<file path="config.mk">
export PLATFORM = sky130hd
export DESIGN_NAME = mem_port_arbiter
export DESIGN_NICKNAME = d
export VERILOG_FILES = /design/src/rtl/mem_port_arbiter.sv
export SDC_FILE = /design/constraint.sdc
export NUM_CORES = 1
export LEC_CHECK = 0
export ABC_AREA = 1
export CAP_MARGIN = 20
export CORE_AREA = 2 2 104 106
export CTS_CLUSTER_SIZE = 30
export DETAILED_ROUTE_END_ITERATION = 16
export DIE_AREA = 0 0 106 108
export DONT_BUFFER_PORTS = 1
export GPL_TIMING_DRIVEN = 1
export HOLD_SLACK_MARGIN = 0.05
export PLACE_DENSITY = 0.69
export SETUP_SLACK_MARGIN = 0.15
export SKIP_CTS_REPAIR_TIMING = 1
export SLEW_MARGIN = 15
export SYNTH_ARGS = -nofsm -noshare
export SYNTH_HDL_FRONTEND = slang
export SYNTH_SLANG_ARGS = --single-unit
</file>
<file path="constraint.sdc">
create_clock -name i_clk -period 2.45 [get_ports i_clk]
set_clock_uncertainty 0.2 [all_clocks]
set_input_delay 0.49 -clock i_clk [delete_from_list [all_inputs] [get_ports i_clk]]
set_output_delay 0.49 -clock i_clk [all_outputs]
set_load 0.1 [all_outputs]
</file>
<file path="src/rtl/mem_port_arbiter.sv">
// rtl/mem_port_arbiter.sv - IF/MEM unified memory bus arbiter with MEM priority (optional ARB_TIMEOUT_EN bus-ready timeout)
module mem_port_arbiter #(
  parameter int AW       = 32,
  parameter int DW       = 32,
  parameter int MAX_WAIT = 15
) (
  input  logic          i_clk,
  input  logic          i_rst_n,
  input  logic          i_if_req,
  input  logic [AW-1:0] i_if_addr,
  input  logic          i_if_kill,
  output logic [DW-1:0] o_if_rdata,
  output logic          o_if_ack,
  input  logic          i_mem_req,
  input  logic          i_mem_we,
  input  logic [AW-1:0] i_mem_addr,
  input  logic [DW-1:0] i_mem_wdata,
  output logic [DW-1:0] o_mem_rdata,
  output logic          o_mem_ack,
  output logic          o_bus_req,
  output logic          o_bus_we,
  output logic [AW-1:0] o_bus_addr,
  output logic [DW-1:0] o_bus_wdata,
  input  logic [DW-1:0] i_bus_rdata,
  input  logic          i_bus_ready,
  output logic          o_bus_err,
  output logic          o_stall_if,
  output logic          o_stall_mem
);

  typedef enum logic [1:0] {IDLE, BUS_IF, BUS_MEM, RESP} state_t;

  state_t        state_q, state_d;
  logic [AW-1:0] addr_q, addr_d;
  logic          we_q, we_d;
  logic [DW-1:0] wdata_q, wdata_d;
  logic          owner_mem_q, owner_mem_d;
  logic          kill_q, kill_d;
  logic          bus_req_q, bus_req_d;
  logic [DW-1:0] if_rdata_q, if_rdata_d;
  logic [DW-1:0] mem_rdata_q, mem_rdata_d;

`ifdef ARB_TIMEOUT_EN
  localparam int CW = (MAX_WAIT < 1) ? 1 : $clog2(MAX_WAIT + 1);
  logic [CW-1:0] cnt_q, cnt_d;
  logic          to_q, to_d;
`else
  logic timeout_cfg_unused;
  assign timeout_cfg_unused = (MAX_WAIT == 0);
`endif

  // Grant, bus wait and response sequencing plus request latching
  always_comb begin
    state_d     = state_q;
    addr_d      = addr_q;
    we_d        = we_q;
    wdata_d     = wdata_q;
    owner_mem_d = owner_mem_q;
    kill_d      = kill_q;
    if_rdata_d  = if_rdata_q;
    mem_rdata_d = mem_rdata_q;
`ifdef ARB_TIMEOUT_EN
    cnt_d       = cnt_q;
    to_d        = to_q;
`endif
    case (state_q)
      IDLE: begin
`ifdef ARB_TIMEOUT_EN
        cnt_d = '0;
        to_d  = 1'b0;
`endif
        if (i_mem_req) begin
          owner_mem_d = 1'b1;
          addr_d      = i_mem_addr;
          we_d        = i_mem_we;
          wdata_d     = i_mem_wdata;
          kill_d      = 1'b0;
          state_d     = BUS_MEM;
        end else if (i_if_req) begin
          owner_mem_d = 1'b0;
          addr_d      = i_if_addr;
          we_d        = 1'b0;
          wdata_d     = '0;
          // the grant cycle already counts as part of the fetch's lifetime
          kill_d      = i_if_kill;
          state_d     = BUS_IF;
        end
      end
      BUS_IF, BUS_MEM: begin
        if (state_q == BUS_IF && i_if_kill) kill_d = 1'b1;
        if (i_bus_ready) begin
          if (state_q == BUS_MEM) begin
            if (!we_q) mem_rdata_d = i_bus_rdata;
          end else begin
            if_rdata_d = i_bus_rdata;
          end
          state_d = RESP;
`ifdef ARB_TIMEOUT_EN
        end else if (cnt_q == CW'(MAX_WAIT - 1)) begin
          // this cycle is the MAX_WAIT-th without ready: abandon the access
          to_d    = 1'b1;
          state_d = RESP;
          if (state_q == BUS_MEM) mem_rdata_d = '0;
          else                    if_rdata_d  = '0;
        end else begin
          cnt_d = cnt_q + 1'b1;
`endif
        end
      end
      RESP: begin
        state_d = IDLE;
      end
      default: state_d = IDLE;
    endcase
    bus_req_d = (state_d == BUS_IF) || (state_d == BUS_MEM);
  end

  // State and datapath registers, cleared asynchronously
  always_ff @(posedge i_clk or negedge i_rst_n) begin
    if (!i_rst_n) begin
      state_q     <= IDLE;
      addr_q      <= '0;
      we_q        <= 1'b0;
      wdata_q     <= '0;
      owner_mem_q <= 1'b0;
      kill_q      <= 1'b0;
      bus_req_q   <= 1'b0;
      if_rdata_q  <= '0;
      mem_rdata_q <= '0;
`ifdef ARB_TIMEOUT_EN
      cnt_q       <= '0;
      to_q        <= 1'b0;
`endif
    end else begin
      state_q     <= state_d;
      addr_q      <= addr_d;
      we_q        <= we_d;
      wdata_q     <= wdata_d;
      owner_mem_q <= owner_mem_d;
      kill_q      <= kill_d;
      bus_req_q   <= bus_req_d;
      if_rdata_q  <= if_rdata_d;
      mem_rdata_q <= mem_rdata_d;
`ifdef ARB_TIMEOUT_EN
      cnt_q       <= cnt_d;
      to_q        <= to_d;
`endif
    end
  end

  // Acks pulse in RESP; a kill seen at any point of the fetch suppresses its ack
  always_comb begin
    o_if_ack    = (state_q == RESP) && !owner_mem_q && !kill_q && !i_if_kill;
    o_mem_ack   = (state_q == RESP) && owner_mem_q;
    o_stall_if  = i_if_req && !o_if_ack;
    o_stall_mem = i_mem_req && !o_mem_ack;
  end

  assign o_bus_req   = bus_req_q;
  assign o_bus_we    = we_q;
  assign o_bus_addr  = addr_q;
  assign o_bus_wdata = wdata_q;
  assign o_if_rdata  = if_rdata_q;
  assign o_mem_rdata = mem_rdata_q;
`ifdef ARB_TIMEOUT_EN
  assign o_bus_err   = (state_q == RESP) && to_q;
`else
  assign o_bus_err   = 1'b0;
`endif

endmodule

</file>
### Yosys cells after proc, flatten, opt, wreduce, memory -nomap -nowiden

Index checks and enable logic that the tools add are counted.

| storage, ports and cells | value |
|---|---|
| flip-flop bits (word level) | 134 |
| input port bits | 135 |
| output and inout port bits | 135 |
| logic and storage cells | 54 |

| cells by class | value |
|---|---|
| equality and inequality tests | 7 |
| muxes and demuxes | 15 |
| bitwise logic cells | 2 |
| reduce and logical (&&, ||, !) cells | 21 |

Operators with widths:

| cell | count |
|---|---|
| 32-bit two-way mux | 4 |
| 1-bit logical AND | 7 |
| 2-bit == test (second input constant) | 3 |
| 1-bit two-way mux | 6 |
| 2-bit two-way mux | 3 |
| 2-bit case mux with 3 select lines | 1 |
| 3-bit AND reduction | 2 |
| 1-bit zero test | 5 |
| 2-bit by 1-bit == test with 1-bit output (second input constant) | 2 |
| 4-bit AND reduction | 1 |
| 2-bit nonzero test | 2 |
| 3-bit inequality test (second input constant) | 1 |
| 2-bit zero test | 1 |
| 2-bit inequality test (second input constant) | 1 |
| 1-bit NOT | 2 |
| 1-bit case mux with 2 select lines | 1 |
| 2-bit AND reduction | 1 |
| 2-bit OR reduction | 1 |
| 1-bit logical OR | 1 |

### Longest topological paths before layout

| logic depth | value |
|---|---|
| depth in word-level cells | 6 |
| depth in mapped cells | 8 |
| mapped depth without buffers | 8 |

### Worst setup path before layout

No wires, ideal clock.

| timing path | value |
|---|---|
| path type | reg2out |
| from | register state_q[0] |
| to | output o_if_ack |
| data arrival time | 3.450 ns |
| data required time | 1.760 ns |
| slack | -1.690 ns |
| stages on the path, launching flop included | 4 |
| path buffers | 0 |
| cells stage by stage | dfrtp_1 -> ha_1 -> inv_1 -> nor4_1 |

| between the ends | value |
|---|---|
| word-level cells in the longest chain between the ends | 4 |

RTL lines:

| element | RTL line | source |
|---|---|---|
| from (decl) | 33 | `state_t state_q, state_d;` |
| from (signal assigned) | 135 | `state_q <= state_d;` |
| 2-bit == test | 153 | `o_if_ack = (state_q == RESP) && !owner_mem_q && !kill_q && !i_if_kill;` |
| 1-bit logical AND (3 in a row) | 153 |  |
| to (decl) | 13 | `output logic o_if_ack,` |

No other way between the ends.

### Worst setup path after layout

| timing path | value |
|---|---|
| from | register state_q[0] |
| to | output o_stall_if |

| between the ends | value |
|---|---|
| word-level cells in the longest chain between the ends | 6 |

RTL lines:

| element | RTL line | source |
|---|---|---|
| 2-bit == test | 153 |  |
| 1-bit logical AND (3 in a row) | 153 |  |
| 1-bit zero test | 155 | `o_stall_if = i_if_req && !o_if_ack;` |
| 1-bit logical AND | 155 |  |
| to (decl) | 27 | `output logic o_stall_if,` |

No other way between the ends.

==> key figures <==
Setup path
  – Data arrival, critical path: 1.59 ns
  – Worst path max stage delay: 0.43 ns
  – CP Max Fanout: 4
  – Kind of critical path: reg2out
  – Data required, critical path: 1.76 ns
  – Crit end category: primary output
  – Crit path max-delay cell type: dfrtp_1
  – CP cell instances: ha_4 -> inv_4 -> nor3_4 -> a21oi_4 -> buf_12
  – Nature of the critical path startpoint: flop

Cells and area
  – Nets: 950
  – Post-route cell area: 0.00803 mm^2
  – Commonest non-fill, non-tap cell in the layout: nand2_1
  – P&R area growth vs syn: 43.3%
  – Fin cells: 960
  – Commonest cells after routing, fill and taps aside: nand2_1, buf_4, dfrtp_1
  – # fillers: 630
  – Post-layout util: 0.785
  – Fraction of layout cells with a size suffix above 1: 0.226

GRT
  – Number of antenna violations at the first check in global routing: 0
  – Largest net degree at the start of global routing: 135
  – GRT Total Usage: 0.251
  – First-pass GRT wire length: 22,400 um
  – Total gr overflow: 0
  – Number of global-route vias before repair: 4,687

Synth
  – Register area share after synthesis: 0.598
  – Unique masters post-synth: 23
  – Mean Syn Cell Area: 9.09 um^2
  – Post-Synth Simple-Gate Area: 0.163
  – Syn. warnings: 0
  – Compound-gate portion of the synthesized area: 0.162
  – Mapped Area: 0.00561 mm^2
  – Synth area leaders: dfrtp_1, o21ai_0, nand2_1
  – Main combinational cell family by area after synthesis: simple AND/OR/NAND/NOR gates
  – Adder-Cell Fraction of Synth Area: 0.0112
  – Synth area leader: dfrtp_1
  – XOR/XNOR share of the synthesized area: 0
  – Synthesized instance count: 617
  – Share of the synthesized area in the top cell type: 0.598
  – Syn_nets: 757
  – FF+latch count, synth: 134
  – Portion of netlist area occupied by mux cells: 0

Timing
  – Crit share post-route: 0.929
  – Final Setup Violations: 0
  – RSZ-0062 raised after global routing: true
  – Max-slew violation count: 0
  – Number of hold violations in the final report: 134
  – Min cycle time layout: 2.28 ns
  – Fmax: 439 MHz
  – Min Hold Slack: -0.539 ns
  – TNS Setup: 0 ns

Floorplan
  – Starting Density: 0.548
  – I/O pin cnt: 270
  – Die X: 106 um
  – Rows: 37
  – Core area: 0.0102 mm^2
  – Die H: 108 um
  – Die Area: 0.0114 mm^2

Route
  – 1st-iter DRT viols: 390
  – Vias per std cell: 5.42
  – DRC viols: 0
  – Total Wirelength: 16,800 um
  – Wirelength per Cell: 17.5 um
  – Antenna Nets Post-Route: 0
  – Vias: 5,206
  – DRT Pass-1 Iters: 4

Clock network
  – Clk_lat worst skew: 0.51 ns
  – CTS root buf: clkbuf_8
  – Clock sinks: 134
  – Clk slew on worst S/H paths: 0.06 ns
  – CTS Buffer Depth: 2
  – CTS Buf Count: 17
  – Max H-tree Level: 4
  – CTS tree: done

Flow run
  – Max cap viols: 0

Run status
  – Failing checks: hold timing
  – Outcome: finished with violations

Placement
  – Buffers on Ports: 0
  – DP HPWL: 9440 um
  – DP Cell Count: 856
  – Routability Congestion: 0.823
  – Post-DP Area: 0.00672 mm^2

Hold path
  – Hold Path Class: in2async
[flip-flops by register name, summed over array words and instances (netlist names)]
name and cells:
o_bus_wdata 32, o_mem_rdata 32, o_bus_req 1, o_bus_we 1
o_if_rdata 32, kill_q 1, owner_mem_q 1, o_bus_addr 32
state_q 2
[synth_stat cells]
master and number:
o21bai_1 1, nor3_4 1, o21ai_1 5, a21oi_1 1
nor3_1 1, inv_2 1, nor4_1 1, nor2_4 1
nor2_1 73, buf_6 6, buf_4 1, inv_4 1
dfrtp_1 134, inv_1 42, clkbuf_1 19, conb_1 1
nand3_1 4, o21a_1 32, buf_2 10, ha_1 5
o21ai_0 126, nor2_8 1, nand2_1 150
[per-stage QoR]
step           hold WS, ns  setup slack [ns]
3_3_place_gp      -0.00291             0.537
5_1_grt             -0.566             0.131
6_report            -0.539             0.174
2_1_floorplan     -0.00559            0.0663
3_5_place_dp      -0.00249             0.477
4_1_cts             -0.552           -0.0599
[cell type report]
type,count,area (um^2),share of cell area
flip-flops and latches,134,3350,0.417
multi-input cells,403,1960,0.243
repair buffers,210,1820,0.226
clock buffers,20,435,0.0542
inverters,44,170,0.0212
well taps,136,170,0.0212
clock inverters,12,130,0.0162
diodes,1,2.50,0.000311
[per-layer routing]
metal  up-vias  global-route usage  part of all wire
met1      2517               0.294              0.36
met3        47              0.0814             0.079
met4         0               0.110             0.032
met2       287               0.429              0.53
met5         -                   0                 0
li1       2355                   -                 -
[worst paths after layout]
| kind | from | to | slack, ns | depth (start not counted) |
|---|---|---|---|---|
| max reg2reg | state_q[1]$_DFF_PN0_ | o_bus_addr[4]$_DFFE_PN0P_ | 0.35 | 8 |
| min in group i_clk | i_mem_addr[25] | o_bus_addr[25]$_DFFE_PN0P_ | 0.06 | 3 |
| min reg2reg | o_bus_addr[17]$_DFFE_PN0P_ | o_bus_addr[17]$_DFFE_PN0P_ | 0.29 | 1 |
| min | i_rst_n | o_bus_wdata[10]$_DFFE_PN0P_ | -0.54 | 0 |
| max in group asynchronous | i_rst_n | o_mem_rdata[22]$_DFFE_PN0P_ | 2.42 | 0 |
| max | state_q[0]$_DFF_PN0_ | o_stall_if | 0.17 | 5 |
[logic make-up (layout without fill, tap and decap cells)]
family	after synthesis	after routing
simple gates	232	232
fa+ha+maj	5	5
compound gates	165	165
flops	134	134
buf+inv	80	286
other cells	1	2
[worst max-delay path: cells and delay by family (launching register included)]
family | cells | cell delay [ns]
buf+inv | 2 | 0.26
fa+ha+maj | 1 | 0.19
compound gates | 1 | 0.15
flops | 1 | 0.43
simple gates | 1 | 0.04
Power is not shown: default switching activity piles up to over one toggle a cycle in this logic, so the estimate is an artifact.
